## src/rtl/mem_arbiter.sv

```systemverilog
// Arbiter sharing one unified memory between the instruction-fetch and load/store ports.
// One access at a time; each access occupies MEM_LAT cycles and completes with a one-cycle rvalid pulse.
module mem_arbiter #(
    parameter int AW      = 32,
    parameter int DW      = 32,
    parameter int MEM_LAT = 1,
    parameter int FAIR    = 1
) (
    input  logic          clk,
    input  logic          reset,
    // fetch port
    input  logic          i_req,
    input  logic [AW-1:0] i_adr,
    output logic          i_gnt,
    output logic          i_rvalid,
    output logic [DW-1:0] i_rdata,
    // load/store port
    input  logic          d_req,
    input  logic          d_we,
    input  logic [AW-1:0] d_adr,
    input  logic [DW-1:0] d_wdata,
    output logic          d_gnt,
    output logic          d_rvalid,
    output logic [DW-1:0] d_rdata,
    // memory side
    output logic [AW-1:0] m_adr,
    output logic          m_we,
    output logic [DW-1:0] m_wdata,
    input  logic [DW-1:0] m_rdata,
    output logic          busy
);

    // Handshake: a requester holds req and its request fields stable until gnt;
    // gnt is a same-cycle combinational accept, and rvalid is a one-cycle pulse
    // MEM_LAT+1 cycles later. A req dropped before gnt simply never happens.

    localparam logic [3:0] LAT = 4'(MEM_LAT);

    typedef enum logic {
        IDLE,
        ACCESS
    } state_t;

    state_t        r_state;
    logic [3:0]    r_cnt;
    logic          r_owner_d;
    logic          r_is_store;
    logic          r_rr_d;
    logic          r_m_we;
    logic [AW-1:0] r_m_adr;
    logic [DW-1:0] r_m_wdata;
    logic          r_i_rvalid;
    logic          r_d_rvalid;
    logic [DW-1:0] r_i_rdata;
    logic [DW-1:0] r_d_rdata;

    logic          w_idle;
    logic          w_pick_d;
    logic          w_i_gnt;
    logic          w_d_gnt;
    logic          w_last;

    // Gating with reset keeps the combinational grants low while reset is asserted.
    assign w_idle   = (r_state == IDLE) && reset;
    assign w_pick_d = d_req && (!i_req || (FAIR == 0) || r_rr_d);
    assign w_d_gnt  = w_idle && w_pick_d;
    assign w_i_gnt  = w_idle && i_req && !w_pick_d;
    assign w_last   = (r_cnt == 4'd1);

    always_ff @(posedge clk or negedge reset) begin
        if (!reset) begin
            r_state    <= IDLE;
            r_cnt      <= 4'd0;
            r_owner_d  <= 1'b0;
            r_is_store <= 1'b0;
            r_rr_d     <= 1'b1;
            r_m_we     <= 1'b0;
            r_m_adr    <= '0;
            r_m_wdata  <= '0;
            r_i_rvalid <= 1'b0;
            r_d_rvalid <= 1'b0;
            r_i_rdata  <= '0;
            r_d_rdata  <= '0;
        end else begin
            r_i_rvalid <= 1'b0;
            r_d_rvalid <= 1'b0;
            r_m_we     <= 1'b0;
            case (r_state)
                IDLE: begin
                    if (w_d_gnt || w_i_gnt) begin
                        r_state    <= ACCESS;
                        r_cnt      <= LAT;
                        r_owner_d  <= w_d_gnt;
                        r_is_store <= w_d_gnt && d_we;
                        r_m_we     <= w_d_gnt && d_we;
                        r_m_adr    <= w_d_gnt ? d_adr : i_adr;
                        // fetch has no write data, so m_wdata keeps its previous value
                        if (w_d_gnt) begin
                            r_m_wdata <= d_wdata;
                        end
                        r_rr_d     <= !w_d_gnt;
                    end
                end
                ACCESS: begin
                    r_cnt <= r_cnt - 4'd1;
                    if (w_last) begin
                        r_state <= IDLE;
                        if (r_owner_d) begin
                            r_d_rvalid <= 1'b1;
                            r_d_rdata  <= r_is_store ? '0 : m_rdata;
                        end else begin
                            r_i_rvalid <= 1'b1;
                            r_i_rdata  <= m_rdata;
                        end
                    end
                end
                default: r_state <= IDLE;
            endcase
        end
    end

    assign i_gnt    = w_i_gnt;
    assign d_gnt    = w_d_gnt;
    assign i_rvalid = r_i_rvalid;
    assign d_rvalid = r_d_rvalid;
    assign i_rdata  = r_i_rdata;
    assign d_rdata  = r_d_rdata;
    assign m_adr    = r_m_adr;
    assign m_we     = r_m_we;
    assign m_wdata  = r_m_wdata;
    assign busy     = (r_state == ACCESS);

endmodule
```

## config.mk

```make
export PLATFORM = sky130hd
export DESIGN_NAME = mem_arbiter
export DESIGN_NICKNAME = d
export VERILOG_FILES = /design/src/rtl/mem_arbiter.sv
export SDC_FILE = /design/constraint.sdc
export NUM_CORES = 1
export LEC_CHECK = 0
export BUFFER_PORTS_ARGS = -buffer_cell sky130_fd_sc_hd__buf_2
export CORE_ASPECT_RATIO = 0.75
export CORE_MARGIN = 5
export CORE_UTILIZATION = 30
export DETAILED_ROUTE_END_ITERATION = 16
export GPL_ROUTABILITY_DRIVEN = 0
export PLACE_DENSITY_LB_ADDON = 0.15
export SYNTH_ARGS = -nofsm -noshare
export SYNTH_HDL_FRONTEND = slang
export SYNTH_SLANG_ARGS = --single-unit
```

## constraint.sdc

```tcl
create_clock -name clk -period 3.13 [get_ports clk]
set_input_delay 0.313 -clock clk [delete_from_list [all_inputs] [get_ports clk]]
set_output_delay 0.313 -clock clk [all_outputs]
set_load 0.02 [all_outputs]
```

==> results of run 1 <==
[timing repair]
| item | 4_1_cts | 5_1_grt |
|---|---|---|
| hold buffers | 1 | 0 |
| resized for setup | 0 | 0 |
| endpoints found under the hold margin | 13 | 0 |
[cell type report]
class	instances	area share, %
Antenna cell	1	0.0320
Clock buffer	22	6.32
Clock inverter	10	0.832
Inverter	5	0.240
Multi-Input combinational cell	223	26.1
Sequential cell	139	44.5
Tap cell	247	3.95
Timing Repair Buffer	274	18.1
[placed cells by master (no fill, tap or decap), drive strengths merged, types with 2 or more instances in the layout]
cell / Yosys / final
nand2: 5 / 5
nor3b: 2 / 2
a21o: 2 / 2
a211oi: 2 / 2
inv: 5 / 6
a21oi: 4 / 4
a221o: 32 / 32
ha: 2 / 2
buf: 16 / 273
and3: 32 / 32
clkinvlp: 0 / 3
mux2: 97 / 97
nor2b: 33 / 33
and2: 2 / 2
clkbuf: 10 / 22
dfrtp: 138 / 138
o21ai: 2 / 2
clkinv: 0 / 6
[kinds of logic (layout without fill, tap and decap cells)]
group,Yosys count,after routing,share of synthesized area (%)
AO/OA/AOI/OAI,44,44,7.07
AND/OR/NAND/NOR,80,80,8.99
flip-flops,139,139,61.4
buffers and inverters,31,311,2.78
other,0,1,0
multiplexers,97,97,19.3
adder cells (fa/ha/maj),2,2,0.442
[path summary, 6_finish.rpt]
| kind | to | cells after the start | start | slack [ns] |
|---|---|---|---|---|
| max | d_gnt | 6 | reset | 0.83 |
| min | m_adr[28] | 2 | d_adr[28] | 0.14 |
| max reg2reg | i_rdata[17] | 6 | r_cnt[1] | 1.04 |
| min reg2reg | d_rdata[23] | 1 | d_rdata[23] | 0.50 |
| max in group asynchronous | i_rdata[18] | 4 | reset | 1.01 |
| min in group asynchronous | m_adr[11] | 2 | reset | 0.29 |
[state kept, by name, summed over array words and instances (netlist names)]
register,cells
d_rdata,32
i_rdata,32
m_adr,32
m_wdata,32
r_cnt,4
busy,1
d_rvalid,1
i_rvalid,1
m_we,1
r_is_store,1
r_owner_d,1
r_rr_d,1
[where the power goes]
part | total [mW] | switching (mW) | leakage [nW] | internal [mW]
sequential | 3.24 | 0.547 | 1.68 | 2.69
clock | 1.86 | 0.745 | 0.274 | 1.11
combinational | 3.58 | 2.04 | 2.02 | 1.53
total | 8.67 | 3.33 | 3.97 | 5.34
[layer usage]
layer | wire length, µm | up-vias | track usage, %
li1 | - | 1958 | -
met1 | 6440 | 2039 | 17.4
met2 | 7410 | 147 | 23.1
met3 | 1380 | 11 | 6.39
met4 | 183 | 0 | 4.06
met5 | 0 | - | 0
[stage by stage]
stage | area [µm²] | power [mW] | utilization, %
after CTS | 7820 | 8.84 | 42.2
after global placement | 7250 | 6.85 | 39.2
after floorplan | 5660 | 5.53 | -
final | 7820 | 8.67 | 42.3
after detailed placement | 7250 | 6.92 | 39.2
after global routing | 7820 | 9.22 | 42.2
[critical path: stages]
cell and delay, ns:
dlygate4sd3_1 0.54, buf_6 0.19, nand3b_1 0.16, a21oi_4 0.21, buf_12 0.30, buf_2 0.23
==> key figures, run 1 <==
Status
  – Status: complete, no violations

Global route
  – First-pass GRT wire length: 24,400 µm
  – Grt ovf: 0
  – Largest net degree at the start of global routing: 69
  – Initial antenna violation count: 0
  – Number of global-route vias before repair: 4,597
  – All-Layer GR Usage: 14.3%

Routing
  – Initial DRC count: 168
  – Drt drc: 0
  – Vias: 4,155
  – Detailed-route wire length per cell: 16.7 µm
  – DR vias/cell: 4.51
  – ANT nets after route: 0
  – Final wirelength: about 15,000 µm
  – Drt pass-1 iters: 4

Timing
  – Final Critical Period: 2.30 ns
  – Skew final: 0.00642 ns
  – Max Slew Vio Count: 0
  – Setup violators final: 0
  – Slew margin rel.: 37.1%
  – Unrepaired setup endpoints after global routing: no
  – Tcrit/Tclk final: around three quarters
  – Hold Slack: about 0.14 ns
  – Setup TNS: 0 ns
  – Final hold viol count: 0
  – Worst-margin pin slew: around 0.94 ns
  – Final worst slack: 0.834 ns
  – Fmax: 0.435 GHz

Die
  – Die width: 169 µm
  – Die Y: 129 µm
  – Core area: between 0.015 and 0.02 mm²
  – Total die area: 0.0218 mm²
  – Num rows: 43
  – Ports: 267
  – Starting Density: 30.6%

Layout
  – Layout area overhead: 38.1%
  – Layout Cells excl Fill: 921
  – Final net count: approximately 800
  – Storage element area: approximately 0.0035 mm²
  – Share of cells above drive strength 1: 60.6%
  – Area taken by multi-input logic gates: 0.00204 mm²
  – FILL cells: 1,790

Placement
  – DP Wirelength: 11,400 µm
  – Worst slack, placed: 1.01 ns
  – Post-Place Cells: 887
  – Port bufs: 266

CTS
  – Clock tree buffer depth: 2
  – Clk sinks: 139
  – TritonCTS clock tree: yes
  – CTS Buf Count: 17
  – Clock Pin Slew Worst Setup and Hold Paths: 0.06 ns
  – Post-CTS setup buffer count: 0
  – Root Buffer: clkbuf_16
  – H-tree levels: 4
  – Clock latency on the worst-skew pair: 0.40 ns

Pwr
  – Worst vdd ir: a little under 400 µV
  – Power per cell area: 1110 mW/mm²
  – LEAKAGE: a little under 4 nW

Synth
  – Async SR Flop Fraction: 100%
  – Yosys cell types: 29
  – Syn_nets: 528
  – Yosys reg bits: 139
  – Register area share after synthesis: 61.4%
  – EDFF count, synth: 0
  – Yosys top cell area share: 61.0%
  – Yosys warns: 0
  – Synth cell count leaders: 138 x dfrtp_1, 97 x mux2_2, 33 x nor2b_1, 32 x a221o_1, 32 x and3_1
  – Mapped cell area: about 0.0057 mm²
  – Commonest register cell after synthesis: dfrtp_1
  – Cell taking the most area after synthesis: dfrtp_1
  – Avg Synthesized Cell Area: 14.4 µm²
  – Synth top area cells: dfrtp_1 61%, mux2_2 19%, a221o_1 5.7%
  – Post-Syn Instances: 393
  – Cell with the most instances after synthesis: dfrtp_1

Setup path
  – Req. time, crit path: between 2 and 3 ns
  – Critical Path Sink Type: primary output
  – Worst Setup Path Type: in -> out
  – CP Data Arrival Time: 1.98 ns
  – Worst-path maximum fanout: 65
  – CP startpoint kind: input port

Min path
  – Worst hold path class: in -> reg

Flow run
  – Max cap viols: 0
Note: power is estimated with default switching activity, not from simulation.
==> inputs of run 2 (changes only) <==
clock period = 2.4 ns   (was 3.13 ns; I/O delays follow)
==> key figures, run 2 (synthesis gave the netlist of run 1 again) <==
Timing
  – Unrepaired setup endpoints after global routing: no
  – Fmax: 0.455 GHz
  – Setup TNS: 0 ns (unchanged)
  – Slew margin rel.: 42.6% (+5.5 points)
  – Final Critical Period: 2.20 ns
  – Final hold viol count: 0 (unchanged)
  – Max Slew Vio Count: 0 (unchanged)
  – Tcrit/Tclk final: 91.7%
  – Skew final: 0.00811 ns (+0.00170 ns)
  – Worst-margin pin slew: 0.860 ns (-0.0824 ns)
  – Setup violators final: 0 (unchanged)

Routing
  – Drt pass-1 iters: 5 (+1)
  – Top sig layer: met5
  – Vias: 4,277 (+2.9%)
  – ANT nets after route: 0 (unchanged)
  – Detailed-route wire length per cell: 17.0 µm (+1.7%)
  – Met3 routed WL: 1260 µm (-8.3%)
  – Final wirelength: 15,700 µm (+1.7%)
  – Drt drc: 0 (unchanged)
  – Initial DRC count: 190 (+13%)
  – Routed met2 length: 7550 µm (+1.8%)
  – DR vias/cell: 4.64 (+2.9%)
  – Metal-1 WL: 6550 µm (+1.7%)

CTS
  – Clk sinks: 139 (unchanged)
  – Clock Pin Slew Worst Setup and Hold Paths: 0.06 ns (about the same)
  – H-tree levels: 4 (unchanged)
  – Clock tree buffer depth: 2 (unchanged)
  – Post-CTS setup buffer count: 0 (unchanged)
  – Root Buffer: clkbuf_16
  – Clock latency on the worst-skew pair: 0.42 ns (+0.02 ns)
  – CTS Buf Count: 17 (unchanged)
  – TritonCTS clock tree: yes

Die
  – Core area: 0.0185 mm² (unchanged)
  – Total die area: 0.0218 mm² (unchanged)
  – Starting Density: 30.6% (unchanged)
  – Die Y: 129 µm (unchanged)
  – Num rows: 43 (unchanged)
  – Die width: 169 µm (unchanged)
  – Ports: 267 (unchanged)

Setup path
  – R2R Setup Slk: 0.50 ns (-0.54 ns)
  – CP Data Arrival Time: 1.96 ns (-0.02 ns)
  – Reg-to-Reg Start: r_cnt[1]
  – Req. time, crit path: 2.16 ns (-0.66 ns)
  – Largest delay contributor family on the critical path: buffers and inverters
  – Reg2Reg Depth: 6 (unchanged)
  – Worst r2r dst: i_rdata[20]
  – Worst-path maximum fanout: 33 (-49%)
  – WP buf/inv: 2 (-2)
  – Slowest cell on crit path: dfrtp_1
  – CP startpoint kind: flop
  – Worst Setup Path Type: reg -> out
  – Peak per-stage delay on the critical path: 0.49 ns (-0.05 ns)
  – Critical Path Sink Type: primary output
  – Worst-path cell chain: nand3b_1 > a21oi_4 > buf_4 > buf_2

Layout
  – Most frequent cells in the layout: 265 x buf_2, 138 x dfrtp_1, 97 x mux2_2
  – Share of cells above drive strength 1: 60.7% (about the same)
  – Antenna cells: 0 (-1)
  – FILL cells: 1,811 (+1.2%)
  – Layout Cells excl Fill: 921 (unchanged)
  – Final net count: 796 (+0.13%)
  – Layout area overhead: 39.2%
  – Commonest non-fill, non-tap cell in the layout: buf_2

Pwr
  – Design Power: 11.5 mW (+33%)
  – Worst vdd ir: 547 µV (+42%)
  – LEAKAGE: 3.99 nW (+0.62%)
  – Power per cell area: 1460 mW/mm² (+32%)

Status
  – Status: complete, no violations

Placement
  – Port bufs: 266 (unchanged)
  – DP Wirelength: 11,500 µm (+1.2%)
  – Post-Place Cells: 888 (+0.11%)

Min path
  – Hold EP: m_we
  – Worst hold path class: in -> reg
  – WHS Path Cells: 2 (unchanged)
  – Hold path start: d_we

Global route
  – Grt ovf: 0 (unchanged)
  – All-Layer GR Usage: 14.5% (+0.27 points)
  – Number of global-route vias before repair: 4,727 (+2.8%)
  – Initial antenna violation count: 2 (+2)
  – Largest net degree at the start of global routing: 133 (+93%)
  – First-pass GRT wire length: 24,800 µm (+1.8%)

Flow run
  – Max cap viols: 0 (unchanged)
[run 2: cell count changes in the layout (fill, tap and decap cells not counted), sizes merged]
cell	previous run	this run
buf	273	274
bufinv	0	2
clkbuf	22	19
clkinv	6	5
diode	1	0
inv	6	8
[run 2: worst reg2reg max path: cells and delay by family (launching register included)]
family        cells  cell delay [ns]
simple gates      2             0.53
flops             1             0.38
mux               1             0.37
buf+inv           2             0.35
fa+ha+maj         1             0.15
[run 2: through the flow]
| stage | setup WS, ns | utilization (%) | area, µm² | hold WS (ns) |
|---|---|---|---|---|
| global route | 0.0964 | 42.6 | 7890 | 0.0330 |
| CTS | 0.166 | 42.6 | 7890 | 0.0261 |
| global placement | 0.565 | 39.3 | 7280 | 0.0593 |
| floorplan | 0.673 | - | 5660 | -0.0556 |
| detailed placement | 0.501 | 39.3 | 7280 | 0.0634 |
| finish | 0.200 | 42.6 | 7890 | 0.0508 |
[run 2: timing repair]
| action | in CTS | in global routing |
|---|---|---|
| resized for setup | 0 | 0 |
| endpoints found under the hold margin | 7 | 0 |
| hold buffers | 1 | 0 |
[run 2: per-layer routing]
| metal | global-route usage (%) | vias to the layer above |
|---|---|---|
| met5 | 0 | - |
| met4 | 5.44 | 4 |
| met3 | 5.96 | 25 |
| met2 | 23.7 | 160 |
| met1 | 17.4 | 2126 |
| li1 | - | 1962 |
[run 2: power breakdown]
group | total (mW) | internal (mW) | switching, mW
Clock | 2.61 | 1.59 | 1.02
Sequential | 4.16 | 3.51 | 0.649
Combinational | 4.76 | 2.02 | 2.74
Total | 11.5 | 7.12 | 4.41
[run 2: worst max-delay path by stage]
stage / cells past startpoint / slack (ns) / endpoint / start
floorplan: 6 / 0.67 / i_rdata[10] / r_cnt[1]
global placement: 3 / 0.56 / m_adr[15] / r_rr_d
detailed placement: 6 / 0.50 / i_rdata[20] / r_cnt[1]
CTS: 4 / 0.17 / d_gnt / busy
global route: 4 / 0.1 / d_gnt / busy
finish: 4 / 0.20 / d_gnt / busy
[run 2: layout make-up]
cell class	instances	area [µm²]	share of cell area, %
sequential	139	3480	44.1
timing repair buffer	275	1450	18.3
clock inverter	13	141	1.79
multi-input combinational	223	2040	25.9
inverter	5	18.8	0.238
clock buffer	19	453	5.74
tap	247	309	3.92
==> inputs of run 3 (changes only) <==
CTS_BUF_LIST = sky130_fd_sc_hd__clkbuf_2 sky130_fd_sc_hd__clkbuf_4 sky130_fd_sc_hd__clkbuf_8   (was default)
HOLD_SLACK_MARGIN = 0.06   (was default)
==> key figures, run 3 (synthesis gave the netlist of run 1 again) <==
Routing
  – Initial DRC count: 189 (-0.53%)
  – Drt drc: 0 (unchanged)
  – DR vias/cell: 4.52 (-2.8%)
  – Vias: 4,597 (+7.5%)
  – Drt pass-1 iters: 4 (-1)
  – Detailed-route wire length per cell: 16.0 µm (-5.8%)
  – ANT nets after route: 0 (unchanged)
  – Final wirelength: 16,300 µm (+4.1%)

Timing
  – Slew margin rel.: 42.8% (+0.12 points)
  – Final worst slack: 0.185 ns (-0.0152 ns)
  – Final Critical Period: 2.21 ns (+0.0152 ns)
  – Skew final: 0.0127 ns (+0.00463 ns)
  – Final hold viol count: 0 (unchanged)
  – Worst-margin pin slew: 0.859 ns (-0.00185 ns)
  – Max Slew Vio Count: 0 (unchanged)
  – Fmax: 0.452 GHz (-0.68%)
  – Unrepaired setup endpoints after global routing: no
  – Setup violators final: 0 (unchanged)
  – Setup TNS: 0 ns (unchanged)
  – Tcrit/Tclk final: 92.3% (+0.63 points)

Min path
  – Hold EP: m_adr[27]
  – Worst hold path class: in -> reg
  – WHS Path Cells: 3 (+1)
  – Hold path start: i_adr[27]

Die
  – Num rows: 43 (unchanged)
  – Die width: 169 µm (unchanged)
  – Ports: 267 (unchanged)
  – Core area: 0.0185 mm² (unchanged)
  – Total die area: 0.0218 mm² (unchanged)
  – Starting Density: 30.6% (unchanged)
  – Die Y: 129 µm (unchanged)

Layout
  – Commonest non-fill, non-tap cell in the layout: buf_2
  – Layout Cells excl Fill: 1,018 (+11%)
  – FILL cells: 1,748 (-3.5%)
  – Most frequent cells in the layout: 265 x buf_2, 138 x dfrtp_1, 98 x dlygate4sd3_1
  – Final net count: 893 (+12%)
  – Share of cells above drive strength 1: 53.0% (-7.6 points)
  – Post-route cell area: 0.00867 mm² (+9.9%)
  – Antenna cells: 0 (unchanged)
  – Layout area overhead: 53.0%

CTS
  – Clock latency on the worst-skew pair: 0.43 ns (about the same)
  – Post-cts hold buffer count: 98 (+97)
  – Root Buffer: clkbuf_8
  – TritonCTS clock tree: yes
  – PostCTS Resize Cnt: 0 (unchanged)
  – H-tree levels: 4 (unchanged)
  – Clock Pin Slew Worst Setup and Hold Paths: 0.08 ns (+0.02 ns)
  – Clk sinks: 139 (unchanged)
  – Clock tree buffer depth: 2 (unchanged)
  – CTS Buf Count: 17 (unchanged)
  – Post-CTS setup buffer count: 0 (unchanged)

Global route
  – Largest net degree at the start of global routing: 133 (unchanged)
  – Grt ovf: 0 (unchanged)
  – First-pass GRT wire length: 26,200 µm (+5.7%)
  – Number of global-route vias before repair: 5,092 (+7.7%)
  – All-Layer GR Usage: 15.2% (+0.61 points)
  – Initial antenna violation count: 1 (-1)

Placement
  – Placed cell areas: 0.00728 mm² (unchanged)
  – Port bufs: 266 (unchanged)
  – Worst slack, placed: 0.501 ns (unchanged)
  – Post-Place Cells: 888 (unchanged)
  – DP Wirelength: 11,500 µm (unchanged)

Setup path
  – Req. time, crit path: 2.16 ns (about the same)
  – Worst r2r dst: i_rdata[23]
  – Reg-to-Reg Start: r_cnt[1]
  – Reg2Reg Depth: 6 (unchanged)
  – CP Data Arrival Time: 1.97 ns (about the same)
  – Worst-path maximum fanout: 33 (unchanged)
  – CP startpoint kind: flop
  – R2R Setup Slk: 0.50 ns (about the same)
  – Worst Setup Path Type: reg -> out
  – Critical Path Sink Type: primary output

Flow run
  – Max cap viols: 0 (unchanged)

Pwr
  – LEAKAGE: 4.31 nW (+8.0%)
  – Worst vdd ir: 635 µV (+16%)
  – Power per cell area: 1270 mW/mm² (-13%)

Status
  – Status: complete, no violations
-- run 3: cell types whose count changed in the layout (fill, tap and decap cells not counted), sizes merged --
cell | before | now
dlygate4sd3 | 1 | 98
-- run 3: worst max path at each step --
| stage | from | endpoint | depth (start not counted) |
|---|---|---|---|
| after floorplan | r_cnt[1] | i_rdata[10] | 6 |
| after global placement | r_rr_d | m_adr[15] | 3 |
| after detailed placement | r_cnt[1] | i_rdata[20] | 6 |
| after CTS | busy | d_gnt | 4 |
| after global routing | busy | d_gnt | 4 |
| final | busy | d_gnt | 4 |
-- run 3: layout make-up --
class                   count  area (µm²)  share of cell area (%)
multi-input cells         223        2040                    23.5
clock buffers              19         262                    3.02
flip-flops and latches    139        3480                    40.2
repair buffers            372        2420                    27.9
inverters                   5        18.8                   0.217
well taps                 247         309                    3.57
clock inverters            13         141                    1.63
-- run 3: critical path, cell delays in order (launching register included) --
cell	delay, ns
dfrtp_1	0.50
nand3b_1	0.27
a21oi_4	0.18
buf_4	0.36
buf_2	0.24
-- run 3: stage by stage --
stage	util [%]	power, mW	hold WS (ns)
after floorplan	-	7.21	-0.0556
after global placement	39.3	8.94	0.0593
after detailed placement	39.3	9.06	0.0634
after CTS	46.8	11.2	0.0944
after global routing	46.8	11.7	0.107
final	46.8	11.0	0.136
-- run 3: power by group --
| group | internal [mW] | switching [mW] | leakage (nW) |
|---|---|---|---|
| registers | 3.50 | 0.655 | 1.68 |
| logic | 2.13 | 2.76 | 2.43 |
| clock network | 0.986 | 0.934 | 0.199 |
| total | 6.61 | 4.35 | 4.31 |
-- run 3: layer usage --
layer  wire, µm  up-vias  track usage [%]  share of wire (%)
met2       8020      153             26.2                 49
met3       1150       15             5.47                7.0
met4        170        2             3.58                1.0
met1       6970     2276             18.3                 43
li1           -     2151                -                  -
met5         11        -                0              0.067
